===== config.mk =====
export PLATFORM = sky130hd
export DESIGN_NAME = msfsm_hs_adapter_flat
export DESIGN_NICKNAME = d
export VERILOG_FILES = /design/src/rtl/msfsm_hs_adapter_if.sv /design/src/rtl/msfsm_hs_adapter.sv /design/src/flat_wrapper.sv
export SDC_FILE = /design/constraint.sdc
export NUM_CORES = 1
export LEC_CHECK = 0
export CAP_MARGIN = 25
export CORE_MARGIN = 2
export CORE_UTILIZATION = 45
export CTS_CLUSTER_DIAMETER = 120
export DETAILED_ROUTE_END_ITERATION = 16
export GPL_TIMING_DRIVEN = 0
export PLACE_DENSITY = 0.8
export SYNTH_ARGS = -nofsm -noshare
export SYNTH_HDL_FRONTEND = slang
export SYNTH_SLANG_ARGS = --single-unit

===== constraint.sdc =====
create_clock -name clk -period 2.3 [get_ports clk]
set_input_delay 0.46 -clock clk [delete_from_list [all_inputs] [get_ports clk]]
set_output_delay 0.46 -clock clk [all_outputs]
set_load 0.01 [all_outputs]

===== src/rtl/msfsm_hs_adapter_if.sv =====
`default_nettype none
// ============================================================================
// Module   : msfsm_hs_adapter_if
// Purpose  : Handshake/event bundle between the MSFSM controller and adapter.
// Revision : 1.0 - initial release
// ============================================================================
interface msfsm_hs_adapter_if #(
  parameter int CNT_W = 16
);
  logic             Ri;
  logic             Ai;
  logic             Ro_PLUS;
  logic             Ro_MINUS;
  logic             Ao_PLUS;
  logic             Ao_MINUS;
  logic             err_clr;
  logic             Ri_PLUS;
  logic             Ri_MINUS;
  logic             Ai_PLUS;
  logic             Ai_MINUS;
  logic             Ro;
  logic             Ao;
  logic [2:0]       err;
  logic [CNT_W-1:0] xfer_cnt;

  modport master (
    output Ri, Ai, Ro_PLUS, Ro_MINUS, Ao_PLUS, Ao_MINUS, err_clr,
    input  Ri_PLUS, Ri_MINUS, Ai_PLUS, Ai_MINUS, Ro, Ao, err, xfer_cnt
  );

  modport slave (
    input  Ri, Ai, Ro_PLUS, Ro_MINUS, Ao_PLUS, Ao_MINUS, err_clr,
    output Ri_PLUS, Ri_MINUS, Ai_PLUS, Ai_MINUS, Ro, Ao, err, xfer_cnt
  );
endinterface
`default_nettype wire


===== src/rtl/msfsm_hs_adapter.sv =====
`default_nettype none
// ============================================================================
// Module   : msfsm_hs_adapter
// Purpose  : 4-phase level handshake <-> MSFSM event adapter with protocol
//            checking; MSFSM_HS_SYNC_IN_EN adds a 2-flop input synchroniser.
// Revision : 1.0 - initial release
// ============================================================================
module msfsm_hs_adapter #(
  parameter int CNT_W = 16
) (
  input  logic              clk,
  input  logic              reset,
  msfsm_hs_adapter_if.slave hs
);

  typedef enum logic [1:0] {
    L_IDLE = 2'd0, L_REQ = 2'd1, L_ACK = 2'd2, L_REL = 2'd3
  } l_state_t;

  typedef enum logic [1:0] {
    R_IDLE = 2'd0, R_REQ = 2'd1, R_ACK = 2'd2, R_REL = 2'd3
  } r_state_t;

  logic ri_src;
  logic ai_src;

`ifdef MSFSM_HS_SYNC_IN_EN
  logic [1:0] ri_sync_q;
  logic [1:0] ai_sync_q;

  always_ff @(posedge clk or negedge reset) begin
    if (!reset) begin
      ri_sync_q <= 2'b00;
      ai_sync_q <= 2'b00;
    end else begin
      ri_sync_q <= {ri_sync_q[0], hs.Ri};
      ai_sync_q <= {ai_sync_q[0], hs.Ai};
    end
  end

  assign ri_src = ri_sync_q[1];
  assign ai_src = ai_sync_q[1];
`else
  assign ri_src = hs.Ri;
  assign ai_src = hs.Ai;
`endif

  logic ri_s_q, ri_p_q, ai_s_q, ai_p_q;
  logic ri_plus_q, ri_minus_q, ai_plus_q, ai_minus_q;

  always_ff @(posedge clk or negedge reset) begin
    if (!reset) begin
      ri_s_q     <= 1'b0;
      ri_p_q     <= 1'b0;
      ai_s_q     <= 1'b0;
      ai_p_q     <= 1'b0;
      ri_plus_q  <= 1'b0;
      ri_minus_q <= 1'b0;
      ai_plus_q  <= 1'b0;
      ai_minus_q <= 1'b0;
    end else begin
      ri_s_q     <= ri_src;
      ri_p_q     <= ri_s_q;
      ai_s_q     <= ai_src;
      ai_p_q     <= ai_s_q;
      ri_plus_q  <= ri_s_q & ~ri_p_q;
      ri_minus_q <= ~ri_s_q & ri_p_q;
      ai_plus_q  <= ai_s_q & ~ai_p_q;
      ai_minus_q <= ~ai_s_q & ai_p_q;
    end
  end

  l_state_t         l_state_q;
  r_state_t         r_state_q;
  logic             ro_q;
  logic             ao_q;
  logic [2:0]       err_q;
  logic [2:0]       err_d;
  logic [CNT_W-1:0] xfer_cnt_q;
  logic [3:0]       l_ev;
  logic [3:0]       r_ev;
  logic             l_legal, r_legal, l_acc, r_acc, cmd_conflict;

  // A cycle with more than one event on a channel is rejected outright,
  // even when one of those events would have been legal on its own.
  always_comb begin
    l_ev = {hs.Ao_MINUS, ri_minus_q, hs.Ao_PLUS, ri_plus_q};
    r_ev = {ai_minus_q, hs.Ro_MINUS, ai_plus_q, hs.Ro_PLUS};
    l_legal = 1'b0;
    r_legal = 1'b0;
    unique case (l_state_q)
      L_IDLE: l_legal = ri_plus_q;
      L_REQ:  l_legal = hs.Ao_PLUS;
      L_ACK:  l_legal = ri_minus_q;
      L_REL:  l_legal = hs.Ao_MINUS;
    endcase
    unique case (r_state_q)
      R_IDLE: r_legal = hs.Ro_PLUS;
      R_REQ:  r_legal = ai_plus_q;
      R_ACK:  r_legal = hs.Ro_MINUS;
      R_REL:  r_legal = ai_minus_q;
    endcase
    l_acc        = l_legal && $onehot(l_ev);
    r_acc        = r_legal && $onehot(r_ev);
    cmd_conflict = (hs.Ao_PLUS & hs.Ao_MINUS) | (hs.Ro_PLUS & hs.Ro_MINUS);
    err_d        = (err_q & {3{~hs.err_clr}})
                 | {cmd_conflict, (|r_ev) & ~r_acc, (|l_ev) & ~l_acc};
  end

  always_ff @(posedge clk or negedge reset) begin
    if (!reset) begin
      l_state_q  <= L_IDLE;
      r_state_q  <= R_IDLE;
      ro_q       <= 1'b0;
      ao_q       <= 1'b0;
      err_q      <= 3'b000;
      xfer_cnt_q <= '0;
    end else begin
      err_q <= err_d;
      if (l_acc) begin
        unique case (l_state_q)
          L_IDLE: l_state_q <= L_REQ;
          L_REQ: begin
            l_state_q <= L_ACK;
            ao_q      <= 1'b1;
          end
          L_ACK: l_state_q <= L_REL;
          L_REL: begin
            l_state_q <= L_IDLE;
            ao_q      <= 1'b0;
          end
        endcase
      end
      if (r_acc) begin
        unique case (r_state_q)
          R_IDLE: begin
            r_state_q <= R_REQ;
            ro_q      <= 1'b1;
          end
          R_REQ: r_state_q <= R_ACK;
          R_ACK: begin
            r_state_q <= R_REL;
            ro_q      <= 1'b0;
          end
          R_REL: begin
            r_state_q  <= R_IDLE;
            xfer_cnt_q <= xfer_cnt_q + CNT_W'(1);
          end
        endcase
      end
    end
  end

  assign hs.Ri_PLUS  = ri_plus_q;
  assign hs.Ri_MINUS = ri_minus_q;
  assign hs.Ai_PLUS  = ai_plus_q;
  assign hs.Ai_MINUS = ai_minus_q;
  assign hs.Ro       = ro_q;
  assign hs.Ao       = ao_q;
  assign hs.err      = err_q;
  assign hs.xfer_cnt = xfer_cnt_q;

endmodule
`default_nettype wire


===== src/flat_wrapper.sv =====
// flat-port wrapper written by rule: the top's interface ports become plain ports
module msfsm_hs_adapter_flat 
#(
  parameter int CNT_W = 16
)
  (clk, reset, hs_Ri, hs_Ai, hs_Ro_PLUS, hs_Ro_MINUS, hs_Ao_PLUS, hs_Ao_MINUS, hs_err_clr, hs_Ri_PLUS, hs_Ri_MINUS, hs_Ai_PLUS, hs_Ai_MINUS, hs_Ro, hs_Ao, hs_err, hs_xfer_cnt);
  msfsm_hs_adapter_if #(.CNT_W(CNT_W)) hs_i ();
  input  logic clk;
  input  logic reset;
  input wire logic [$bits(hs_i.Ri)-1:0] hs_Ri;
  input wire logic [$bits(hs_i.Ai)-1:0] hs_Ai;
  input wire logic [$bits(hs_i.Ro_PLUS)-1:0] hs_Ro_PLUS;
  input wire logic [$bits(hs_i.Ro_MINUS)-1:0] hs_Ro_MINUS;
  input wire logic [$bits(hs_i.Ao_PLUS)-1:0] hs_Ao_PLUS;
  input wire logic [$bits(hs_i.Ao_MINUS)-1:0] hs_Ao_MINUS;
  input wire logic [$bits(hs_i.err_clr)-1:0] hs_err_clr;
  output wire logic [$bits(hs_i.Ri_PLUS)-1:0] hs_Ri_PLUS;
  output wire logic [$bits(hs_i.Ri_MINUS)-1:0] hs_Ri_MINUS;
  output wire logic [$bits(hs_i.Ai_PLUS)-1:0] hs_Ai_PLUS;
  output wire logic [$bits(hs_i.Ai_MINUS)-1:0] hs_Ai_MINUS;
  output wire logic [$bits(hs_i.Ro)-1:0] hs_Ro;
  output wire logic [$bits(hs_i.Ao)-1:0] hs_Ao;
  output wire logic [$bits(hs_i.err)-1:0] hs_err;
  output wire logic [$bits(hs_i.xfer_cnt)-1:0] hs_xfer_cnt;
  assign hs_i.Ri = hs_Ri;
  assign hs_i.Ai = hs_Ai;
  assign hs_i.Ro_PLUS = hs_Ro_PLUS;
  assign hs_i.Ro_MINUS = hs_Ro_MINUS;
  assign hs_i.Ao_PLUS = hs_Ao_PLUS;
  assign hs_i.Ao_MINUS = hs_Ao_MINUS;
  assign hs_i.err_clr = hs_err_clr;
  assign hs_Ri_PLUS = hs_i.Ri_PLUS;
  assign hs_Ri_MINUS = hs_i.Ri_MINUS;
  assign hs_Ai_PLUS = hs_i.Ai_PLUS;
  assign hs_Ai_MINUS = hs_i.Ai_MINUS;
  assign hs_Ro = hs_i.Ro;
  assign hs_Ao = hs_i.Ao;
  assign hs_err = hs_i.err;
  assign hs_xfer_cnt = hs_i.xfer_cnt;
  msfsm_hs_adapter #(.CNT_W(CNT_W)) u_core (.clk(clk), .reset(reset), .hs(hs_i));
endmodule

Yosys cells after proc, flatten, opt, wreduce, memory -nomap -nowiden

Index checks and enable logic that the tools add are counted.

Add/subtract/negate cells: 7
Multipliers: 0
Divide/modulo/power cells: 0
Magnitude comparators: 0
Equal/unequal tests: 8
Shifts and indexed selects: 0
Multiplexer cells: 6
Bitwise operators: 18
Reductions and logical operators: 11

Operators with widths:

| kind                                                 | number |
|---|---|
| adder 16 x 1 -> 16 bit (second input constant)       | 1 |
| case mux 2 bit (4 select lines)                      | 2 |
| adder 1 x 1 -> 2 bit                                 | 4 |
| bitwise AND 1 bit                                    | 8 |
| equality test 2 bit (second input constant)          | 4 |
| case mux 1 bit (4 select lines)                      | 2 |
| OR reduction 4 bit                                   | 2 |
| NOT 1 bit                                            | 7 |
| adder 3 bit                                          | 2 |
| equality test 3 x 1 -> 1 bit (second input constant) | 2 |
| AND reduction 2 bit                                  | 3 |
| equality test 2 x 1 -> 1 bit (second input constant) | 2 |
| zero test 2 bit                                      | 2 |
| case mux 1 bit (2 select lines)                      | 2 |
| nonzero test 2 bit                                   | 2 |
| bitwise AND 3 bit                                    | 1 |
| OR 3 bit                                             | 1 |
| logical AND 1 bit                                    | 2 |
| OR 1 bit                                             | 1 |

Flip-flop bits (word level): 33
Bits in latches: 0
RAM bits: 0
Memory bits (read-only): 0
Input port bits: 9
Output and inout port bits: 25
Word-level logic and storage cells: 64
Memories: 0

Logic depth before layout (Yosys ltp)

Depth after elaboration: 7
Mapped depth: 8
Mapped depth without buffers: 7

Worst setup path after synthesis

OpenSTA, ideal clock, no wires.

Path kind: reg2reg
Start point: register u_core.ai_minus_q (netlist: u_core.hs.Ai_MINUS)
End point: register u_core.xfer_cnt_q[10] (netlist: u_core.hs.xfer_cnt[10])
Setup time: 0.126 ns
Arrival: 2.349 ns
Required time: 2.174 ns
Path slack: -0.175 ns
Stages on the path, launching flop included: 8
Path buffers: 0
Period minus slack after synthesis: 2.475 ns
Cells stage by stage: dfrtp_1 -> ha_1 -> ha_1 -> fa_1 -> nand2b_1 -> a2111oi_4 -> nand4_1 -> xnor2_1

Longest elaborated chain between the ends: 5
Elaborated cells on any way between the ends: 6
Those cells by class: add/sub: 2; eq/ne: 1; mux: 1; reduce/logical: 2

Ends and longest elaborated chain:

| element                                    | line                    | source |
|---|---|---|
| start, declared                            | msfsm_hs_adapter.sv:49  | `logic ri_plus_q, ri_minus_q, ai_plus_q, ai_minus_q;` |
| start signal, assigned                     | msfsm_hs_adapter.sv:69  | `ai_minus_q <= ~ai_s_q & ai_p_q;` |
| adder 1 x 1 -> 2 bit (implied by the code) | msfsm_hs_adapter.sv:104 | `r_acc = r_legal && $onehot(r_ev);` |
| adder 3 bit (implied by the code)          | msfsm_hs_adapter.sv:104 |  |
| equality test 3 x 1 -> 1 bit               | msfsm_hs_adapter.sv:104 |  |
| logical AND 1 bit *                        | msfsm_hs_adapter.sv:104 |  |
| AND reduction 2 bit (no source line) *     | --                      |  |
| end signal, assigned                       | msfsm_hs_adapter.sv:147 | `xfer_cnt_q <= xfer_cnt_q + CNT_W'(1);` |
| end, declared                              | msfsm_hs_adapter.sv:79  | `logic [CNT_W-1:0] xfer_cnt_q;` |

Every way passes the cells marked *; elsewhere a longest branch is shown, timed or not.
A chain may end at the register's enable or synchronous reset.

Worst setup path after layout

Start point: input hs_Ro_PLUS
End point: register u_core.xfer_cnt_q[8] (netlist: u_core.hs.xfer_cnt[8])

Longest elaborated chain between the ends: 5
Elaborated cells on any way between the ends: 6
Those cells by class: add/sub: 2; eq/ne: 1; mux: 1; reduce/logical: 2

Ends and longest elaborated chain:

| element                                    | line                    | source |
|---|---|---|
| start, declared                            | flat_wrapper.sv:12      | `input wire logic [$bits(hs_i.Ro_PLUS)-1:0] hs_Ro_PLUS;` |
| adder 1 x 1 -> 2 bit (implied by the code) | msfsm_hs_adapter.sv:104 |  |
| adder 3 bit (implied by the code)          | msfsm_hs_adapter.sv:104 |  |
| equality test 3 x 1 -> 1 bit               | msfsm_hs_adapter.sv:104 |  |
| logical AND 1 bit *                        | msfsm_hs_adapter.sv:104 |  |
| AND reduction 2 bit (no source line) *     | --                      |  |

Marks and branches as above.

==> summary.md <==
| Metric | Value |
|---|---|
| I/O pins | `34` |
| Area contributors post-synth | `dfrtp_1 (50%), ha_1 (11%), xnor2_1 (8.0%)` |
| Share of cells above drive strength 1 | `between 20% and 30%` |
| Buf+Inv Stages, Crit Path | `3` |
| Largest family of logic cells by synthesized area | `simple AND/OR/NAND/NOR gates` |
| PwrDens | `roughly 820 nW/um2` |
| Routability-driven placement congestion ratio | `0.7911` |
| Initial DRC Count | `55` |
| Startpoint types | `input port` |
| Clock skew | `0.008391 ns` |
| Post-synthesis mux area share | `0.6839%` |
| EDFF count, synth | `0` |
| Final worst path period share | `102.9%` |
| Number of global-route vias before repair | `1333` |
| Failing checks | `setup timing` |
| Clock group share of total power | `23.5%` |
| Cell variety after synth | `28` |
| Max-Cap Viols | `0` |
| Crit-path leading delay family | `adder cells` |
| Sequential Power Share | `39.6%` |
| Worst R2R End | `u_core.hs.xfer_cnt[8]` |
| Tightest Pin Transition | `0.7114 ns` |
| # diodes | `0` |
| Most frequent cells in the layout | `dfrtp_1 (31), clkdlybuf4s50_1 (28), xnor2_1 (13)` |
| Setup-failing EPs final | `14` |
| Number of cells on the critical path | `9` |
| GR Util All Layers | `a little under a fifth` |
| Sequential element share of the synthesized area | `50.15%` |
| Most common cell after layout, fill and taps aside | `dfrtp_1` |
| DRC | `0` |
| Endpoints failing hold | `0` |
| CTS tree | `done` |
| Synth Warn # | `0` |
| Antenna violations before repair | `0` |
| Register area | `approximately 830 um2` |
| TritonRoute pass-1 iters | `4` |
| Switching power | `~660 uW` |
| R2R depth | `8` |
| Multi-input gate area | `approximately 900 um2` |
| Synth top area share | `50.15%` |
| Reg2Reg Setup Slack | `-0.06 ns` |
| Num CTS Buffers | `5` |
| Post-Syn Area per Cell | `12.02 um2` |
| Setup WS post-layout | `-0.06586 ns` |
| Peak supply drop | `between 0.4 and 0.5 mV` |
| Int Power | `1.232 mW` |
| First-pass GRT wire length | `5968 um` |
| Syn_nets | `163` |
| Static leakage | `0.9881 nW` |
| Worst-Skew Late Latency | `0.34 ns` |
| Total gr overflow | `0` |
| Xor and xnor area share after synthesis | `7.979%` |
| Largest net degree at the start of global routing | `34` |
| Minimum clock period | `2.366 ns` |
| Mapped Cells | `137` |
| Critical Path AT | `~2.6 ns` |
| Max clock buf depth | `2` |
| RSZ-0062 raised after global routing | `true` |
| Post-route cell area | `~2300 um2` |
| Slowest-stage cell, CP | `fa_2` |
| Worst path required time | `2.52 ns` |
| R2R Path Start | `u_core.hs.Ai_PLUS` |
| Routed wire per std cell | `roughly 15 um` |
| Starting Density | `48.21%` |
| Vias | `1221` |
| Fin. max-slew vios | `0` |
| Asr flop ratio synth | `100.0%` |
| Final nets | `212` |
| Cell mode on critical path | `ha_4` |
| Worst-path cell chain | `clkdlybuf4s15_1 -> ha_4 -> ha_4 -> fa_2 -> a2111oi_4 -> buf_4 -> buf_8 -> nand3_2 -> xnor2_1` |
| Flops & latches, synth | `33` |
| Width of the die | `64.49 um` |
| Root Buffer | `clkbuf_4` |
| Die area | `4159 um2` |
| H-Tree Level Count | `2` |
| Cells after DPL | `216` |
| Critical Path Max Stage Delay | `approximately 0.47 ns` |
| Worst relative slew slack | `52.58%` |
| Via/cell ratio | `5.240` |
| Crit Path Class | `input port to flop` |
| Vert. Die Dim | `~64 um` |
| Overall Power | `1.887 mW` |
| Syn Std Cell Area | `1647 um2` |
| Row Count | `21` |
| Crit path from | `hs_Ro_PLUS` |
| Worst slack, placed | `-0.8207 ns` |
| Setup crit end kind | `flop` |
| Clock sink total | `33` |
| Routed Antenna Nets | `0` |
| Status | `finished, violations left` |
| Post-Layout Cell Count | `233` |
| Worst min path class | `input port to asynchronous set/reset pin` |
| Adder and majority gate portion of the synthesized area | `13.83%` |
| Layout fillers | `~260` |
| Worst-path clk slew | `around 0.11 ns` |
| P&R area growth vs syn | `40.50%` |
| DP Area | `2116 um2` |
| Switching share of power | `34.73%` |
| Port bufs | `33` |
| Max Freq | `422.7 MHz` |
| Main synth FF type | `dfrtp_1` |
| Post-Synth Simple-Gate Area | `~14%` |
| HPWL Detailed | `2512 um` |
| Combinational power share | `36.9%` |
| Area leader, netlist | `dfrtp_1` |
| CORE AREA | `3416 um2` |
| Final wirelength | `3463 um` |
| Critical-path maximum fanout | `8` |
| Compound-Gate Fraction of Synth Area | `about a tenth` |
## state kept, by name, indices dropped and copies added (netlist names)
name / flops
u_core.l_state_q: 2
u_core.hs.Ai_PLUS: 1
u_core.r_state_q: 2
u_core.ai_p_q: 1
u_core.hs.Ro: 1
u_core.hs.xfer_cnt: 16
u_core.ri_s_q: 1
u_core.hs.err: 3
u_core.ri_p_q: 1
u_core.hs.Ri_MINUS: 1
u_core.hs.Ao: 1
u_core.hs.Ai_MINUS: 1
u_core.ai_s_q: 1
u_core.hs.Ri_PLUS: 1
## power groups by stage
stage	Clock (mW)	Combinational, mW	Sequential, mW
after floorplan	0	0.393	0.770
after global placement	0	0.596	0.750
after detailed placement	0	0.631	0.760
after CTS	0.451	0.682	0.748
after global routing	0.473	0.768	0.764
final	0.444	0.695	0.747
## metrics by stage
stage | util, % | hold slack [ns] | TNS, ns
2_1_floorplan | - | 0.1644 | -0.02727
3_3_place_gp | 62.09 | 0.3761 | -15.92
3_5_place_dp | 61.94 | 0.3822 | -17.27
4_1_cts | 66.59 | 0.1732 | -0.4163
5_1_grt | 67.73 | 0.2091 | -2.352
6_report | 67.73 | 0.1537 | -0.4591
## repair_timing
item	in CTS	in global routing
endpoints found under the setup margin	24	22
hold buffers	0	0
endpoints found under the hold margin	0	0
pin swaps	9	9
gates resized for setup	13	7
buffers inserted	9	0
## routing by layer
layer  vias up  share of wire (%)  track usage (%)  wire length (um)
met4         0                1.8            6.383                61
met2        31                 52            33.46              1785
li1        581                  -                -                 -
met5         -                  0                0                 0
met1       603                 43            21.53              1478
met3         6                4.0            5.035               138
## synthesized netlist by cell type (2+ instances only)
library cell	instances
nand3_1	12
a22oi_1	2
nand4_1	4
nor2b_1	6
nand2_1	3
o21ai_0	7
o22ai_1	2
a2111oi_4	2
and3_1	6
nor4_1	2
nand2b_1	2
inv_1	8
nor2_1	2
xnor2_1	15
ha_1	15
fa_1	2
dfrtp_1	33
a21oi_1	4
## cells by family (layout without fill, tap and decap cells)
family	count (synthesis)	after routing
AO/OA/AOI/OAI	20	20
XOR/XNOR	15	15
adder cells (fa/ha/maj)	17	17
buffers and inverters	10	60
flip-flops	33	33
multiplexers	1	1
AND/OR/NAND/NOR	41	41
## worst register-to-register path: stages (launching register included)
cell       delay (ns)
dfrtp_2          0.45
ha_4             0.25
ha_4             0.16
fa_2             0.48
a2111oi_4        0.32
buf_4            0.20
buf_8            0.14
nand3_2          0.09
xnor2_1          0.16
## worst max path at each step
stage / end / slack, ns
final: u_core.hs.xfer_cnt[8] / -0.07
after detailed placement: u_core.hs.xfer_cnt[6] / -0.82
after CTS: u_core.hs.xfer_cnt[10] / -0.07
after global placement: u_core.hs.xfer_cnt[3] / -0.78
after global routing: u_core.hs.xfer_cnt[13] / -0.18
after floorplan: u_core.hs.xfer_cnt[1] / -0.02
## layout make-up
class	count	share of cell area, %
buffer	2	0.8112
clock buffer	5	1.622
clock inverter	3	2.001
inverter	8	1.298
multi-input combinational	94	38.78
sequential	33	35.80
tap	46	2.488
timing repair buffer	42	17.20
No activity file was read; power rests on OpenSTA's default activity.
==> RTL change 1, RTL diff (same settings) <==
`CNT_W` is set to 16 in 3 places; all go to 32.
--- a/src/rtl/msfsm_hs_adapter_if.sv
+++ b/src/rtl/msfsm_hs_adapter_if.sv
@@ -6,5 +6,5 @@
 // ============================================================================
 interface msfsm_hs_adapter_if #(
-  parameter int CNT_W = 16
+  parameter int CNT_W = 32
 );
   logic             Ri;
--- a/src/rtl/msfsm_hs_adapter.sv
+++ b/src/rtl/msfsm_hs_adapter.sv
@@ -7,5 +7,5 @@
 // ============================================================================
 module msfsm_hs_adapter #(
-  parameter int CNT_W = 16
+  parameter int CNT_W = 32
 ) (
   input  logic              clk,
--- a/src/flat_wrapper.sv
+++ b/src/flat_wrapper.sv
@@ -2,5 +2,5 @@
 module msfsm_hs_adapter_flat 
 #(
-  parameter int CNT_W = 16
+  parameter int CNT_W = 32
 )
   (clk, reset, hs_Ri, hs_Ai, hs_Ro_PLUS, hs_Ro_MINUS, hs_Ao_PLUS, hs_Ao_MINUS, hs_err_clr, hs_Ri_PLUS, hs_Ri_MINUS, hs_Ai_PLUS, hs_Ai_MINUS, hs_Ro, hs_Ao, hs_err, hs_xfer_cnt);
Interface: changed (resized hs_xfer_cnt); port bits go from 34 to 50. No check against the original RTL was run, so the function may have changed too.
==> RTL change 1 against the unedited design <==
- the flow still finishes with violations (negative setup slack)
- total power grew 24%
- global-route usage shrank 1.5 points
- area after synthesis grew 43%
- sequential cell count grew 16
- setup slack lost 0.15 ns
- routed wire length grew 40%
- sequential share of layout area grew 0.65 points
- first-iteration DRC count shrank 20%
- clock skew grew 0.0048 ns
- design area grew 46%
- largest power group unchanged
==> RTL change 1: results (changes against the unedited design) <==
net count after synthesis 223 (was 163); Clock Tree Root clkbuf_8 (was clkbuf_4); Post-synth top cells dfrtp_1 (49), xnor2_1 (28), ha_1 (15) (was dfrtp_1 (33), ha_1 (15), xnor2_1 (15)); register area share after synthesis 0.521 (was 0.502); post-synth cell types 37 (was 28); status finished with violations (unchanged); maximum fanout along the worst path 4 (was 8); half-perimeter wire length after placement 3300 um (was 2510 um); first-pass GRT wire length 8180 um (was 5970 um); vias in the first global route 1,758 (was 1,333); VDD IR max 355 uV (was 486 uV); placed cell areas 3010 um^2 (was 2120 um^2); Skew-Pair Late Insertion Delay 0.30 ns (was 0.34 ns); total global-route track usage 0.172 (was 0.187); Leak 0.00155 uW (was 0.000988 uW); Max-slew headroom 0.631 (was 0.526); drt total wl 4840 um (was 3460 um); CP max-delay cell fa_2 (unchanged); CTS max path bufs 2 (unchanged); DR vias/cell 5.18 (was 5.24); number of I/O port buffers 49 (was 33); max incr delay on CP 0.45 ns (was 0.47 ns); RR Startpoint u_core.hs.Ai_MINUS$_DFF_PN0_ (was u_core.hs.Ai_PLUS$_DFF_PN0_); max reg flops 32 (was 16); total iterations of the first detailed-routing run 4 (unchanged); Synth area leaders dfrtp_1 (52%), xnor2_1 (10%), ha_1 (8.0%) (was dfrtp_1 (50%), ha_1 (11%), xnor2_1 (8.0%)); GPL Wtd Cong 0.727 (was 0.791); Final setup viols 34 (was 14); post-DR wirelength/cell 14.3 um (was 14.9 um); Worst setup SP type flip-flop (was primary input); fraction of layout cells with a size suffix above 1 0.228 (was 0.225); fillers 395 (was 262); initial antenna violation count 0 (unchanged); failing checks negative setup slack (unchanged); largest net degree at the start of global routing 26 (was 34); Worst Setup Slack, final -0.213 ns (was -0.0659 ns); initial DRC count 44 (was 55); layout net count 293 (was 212); Clock Skews 0.0132 ns (was 0.00839 ns)
[RTL change 1: changes by cell type after synthesis, sizes merged, moves of 4 or more]
| cell | change |
|---|---|
| dfrtp | +16 |
| nand2 | +9 |
| xnor2 | +13 |
| nand4 | +5 |
| and3 | +4 |
[RTL change 1: worst paths after layout]
kind                       slack [ns]                                  to  cells after the start
max                             -0.21  u_core.hs.xfer_cnt[29]$_DFFE_PN0P_                     10
min in group clk                 0.40             u_core.ri_p_q$_DFF_PN0_                      0
min reg2reg                      0.40             u_core.ri_p_q$_DFF_PN0_                      0
max in group asynchronous        1.63   u_core.hs.xfer_cnt[8]$_DFFE_PN0P_                      2
max reg2reg                     -0.21  u_core.hs.xfer_cnt[29]$_DFFE_PN0P_                     10
min                              0.13  u_core.hs.xfer_cnt[19]$_DFFE_PN0P_                      1
[RTL change 1: routing by layer]
metal	GRT usage	up-vias	wire, um
met4	0.0491	0	35
met3	0.0521	4	278
li1	-	825	-
met5	0	-	0
met2	0.299	42	2460
met1	0.207	881	2060
[RTL change 1: repair_timing]
action	4_1_cts	5_1_grt
cloned	0	0
buffers inserted	4	9
pin swaps	6	21
endpoints found under the setup margin	37	39
gates resized for setup	11	25
[RTL change 1: where the power goes]
part	internal (uW)	switching [uW]	leakage, uW
Combinational	328	359	0.000853
Sequential	956	79.0	0.000641
Clock	326	289	0.0000543
[RTL change 1: cells by family (layout without fill, tap and decap cells)]
| logic type | after synthesis | after routing | share of synthesized area |
|---|---|---|---|
| AO/OA/AOI/OAI | 19 | 19 | 0.0542 |
| multiplexers | 1 | 1 | 0.00478 |
| adder cells (fa/ha/maj) | 17 | 17 | 0.0967 |
| buffers and inverters | 11 | 82 | 0.0175 |
| XOR/XNOR | 31 | 31 | 0.115 |
| flip-flops | 49 | 49 | 0.521 |
| AND/OR/NAND/NOR | 69 | 69 | 0.191 |
[RTL change 1: cell type report]
type	count	area, um^2	area share
multi-input combinational	137	1230	0.366
sequential	49	1230	0.365
timing repair buffer	63	654	0.194
tap	70	87.6	0.0260
clock buffer	5	68.8	0.0204
clock inverter	3	46.3	0.0137
inverter	8	30.0	0.00891
buffer	3	22.5	0.00668
[RTL change 1: metrics by stage]
stage	utilization	setup slack, ns	TNS, ns	cells
after CTS	0.625	-0.299	-5.69	329
after floorplan	-	-0.208	-3.04	197
after global routing	0.664	-0.346	-9.40	338
after detailed placement	0.593	-1.08	-31.51	317
final	0.664	-0.213	-4.62	338
after global placement	0.590	-1.07	-61.02	316
[RTL change 1: worst max-delay path, delay by kind of cell, from the launching register on]
family	cells	cell delay, ns
simple gates	4	0.69
fa+ha+maj	3	0.85
xor+xnor	1	0.15
flops	1	0.43
buf+inv	2	0.27
==> RTL change 2, RTL diff (same flow settings) <==
Made on the original files. Encoding of `r_state_t`: now one-hot (4 bits for 4 states).
--- a/src/rtl/msfsm_hs_adapter.sv
+++ b/src/rtl/msfsm_hs_adapter.sv
@@ -18,6 +18,6 @@
   } l_state_t;
 
-  typedef enum logic [1:0] {
-    R_IDLE = 2'd0, R_REQ = 2'd1, R_ACK = 2'd2, R_REL = 2'd3
+  typedef enum logic [3:0] {
+    R_IDLE = 4'b0001, R_REQ = 4'b0010, R_ACK = 4'b0100, R_REL = 4'b1000
   } r_state_t;
 
Function: no difference found for any inputs over 10 cycles, from zero or initial values and one cycle with reset low; not proved beyond that.
==> RTL change 2 against the unedited design <==
- the run still ends with negative setup slack left
- fmax down 5.2%
- setup slack got worse by 0.13 ns
- first-iteration DRC count rose by 53%
- design area increased by 0.49%
- total power shrank 7.7%
- global-route usage up 1.0 points
- routed wire length rose by 6.9%
- sequential cell count is 2 higher
- area after synthesis is 3.6% higher
- highest routed layer unchanged
==> RTL change 2: results (changes against the unedited design) <==
Synth Area in Compound Gates 0.104 (was 0.103); Worst Setup Slack, final -0.196 ns (was -0.0659 ns); net count after synthesis 169 (was 163); Adder-Cell Fraction of Synth Area 0.104 (was 0.138); vias in the first global route 1,381 (was 1,333); post-synth cell types 41 (was 28); status finished with violations (unchanged); VDD IR max 415 uV (was 486 uV); fraction of layout cells with a size suffix above 1 0.208 (was 0.225); maximum fanout along the worst path 4 (was 8); total global-route track usage 0.197 (was 0.187); crit path DAT 2.66 ns (was 2.59 ns); drt total wl 3700 um (was 3460 um); post-synthesis mux area share 0 (was 0.00684); largest net degree at the start of global routing 36 (was 34); clock-pin slew on the worst setup and hold paths 0.07 ns (was 0.11 ns); placed cell areas 2130 um^2 (was 2120 um^2); Final setup viols 14 (unchanged); RR Endpoint u_core.hs.Ro$_DFFE_PN0P_ (was u_core.hs.xfer_cnt[8]$_DFFE_PN0P_); Clock Tree Root clkbuf_8 (was clkbuf_4); half-perimeter wire length after placement 2660 um (was 2510 um); Synth area leaders dfrtp_1 (50%), ha_1 (8.1%), xnor2_1 (6.2%) (was dfrtp_1 (50%), ha_1 (11%), xnor2_1 (8.0%)); Skew-Pair Late Insertion Delay 0.28 ns (was 0.34 ns); Leak 0.00108 uW (was 0.000988 uW); fillers 310 (was 262); layout net count 213 (was 212); xor-xnor portion of the synthesized cell area 0.0822 (was 0.0798); failing checks negative setup slack (unchanged)
[RTL change 2: cell types whose count changed in the layout (fill, tap and decap cells not counted), moves of 4 or more]
cell,unedited run,this run
nand4_1,4,9
clkbuf_8,0,7
xor2_1,0,4
clkbuf_4,5,0
nand3_1,8,2
and3_1,6,2
nand2_1,3,8
buf_4,8,4
[RTL change 2: stage by stage]
stage	setup WS [ns]	cells	hold slack (ns)	power, uW	TNS [ns]
floorplan	-0.191	147	0.164	1070	-1.38
global route	-0.248	240	0.300	1860	-3.39
finish	-0.196	240	0.243	1740	-1.51
global placement	-1.01	228	0.377	1210	-18.73
CTS	-0.171	240	0.267	1750	-1.66
detailed placement	-1.06	228	0.380	1250	-20.13
[RTL change 2: worst max path at each step]
stage / slack, ns / cells after the start / endpoint / start
after floorplan: -0.19 / 9 / u_core.hs.xfer_cnt[5]$_DFFE_PN0P_ / hs_Ro_PLUS
after global placement: -1.01 / 10 / u_core.hs.xfer_cnt[15]$_DFFE_PN0P_ / hs_Ro_PLUS
after detailed placement: -1.06 / 10 / u_core.hs.xfer_cnt[15]$_DFFE_PN0P_ / hs_Ro_PLUS
after CTS: -0.17 / 8 / u_core.hs.Ro$_DFFE_PN0P_ / u_core.hs.Ai_PLUS$_DFF_PN0_
after global routing: -0.25 / 8 / u_core.hs.xfer_cnt[13]$_DFFE_PN0P_ / u_core.hs.Ai_PLUS$_DFF_PN0_
final: -0.20 / 8 / u_core.hs.Ro$_DFFE_PN0P_ / u_core.hs.Ai_PLUS$_DFF_PN0_
[RTL change 2: cells by family after synthesis]
kind of cell,count (synthesis)
AO/OA/AOI/OAI,25
XOR/XNOR,16
adder cells (fa/ha/maj),13
buffers and inverters,11
flip-flops,35
AND/OR/NAND/NOR,47
[RTL change 2: layout make-up]
type                            instances  area [um^2]  share of cell area
Inverter                                9         33.8              0.0145
Timing Repair Buffer                   39          369               0.159
Clock buffer                            8          100              0.0431
Sequential cell                        35          880               0.378
Tap cell                               48         60.1              0.0258
Multi-Input combinational cell        101          882               0.379
[RTL change 2: where the power goes]
part,switching [uW],internal [uW],leakage (uW)
clock network,207,273,0.0000515
registers,79.5,691,0.000448
logic,254,238,0.000585
total,540,1200,0.00108
[RTL change 2: timing repair]
item,in CTS,in global routing
hold buffers,0,0
endpoints found under the setup margin,26,25
buffers inserted,6,0
pin swaps,18,5
gates resized for setup,24,3
[RTL change 2: routing by layer]
layer | global-route usage | share of wire | vias to the layer above
met2 | 0.347 | 0.52 | 45
met3 | 0.0548 | 0.039 | 11
met4 | 0.0469 | 0.012 | 0
met1 | 0.239 | 0.42 | 660
li1 | - | - | 617
met5 | 0 | 0 | -
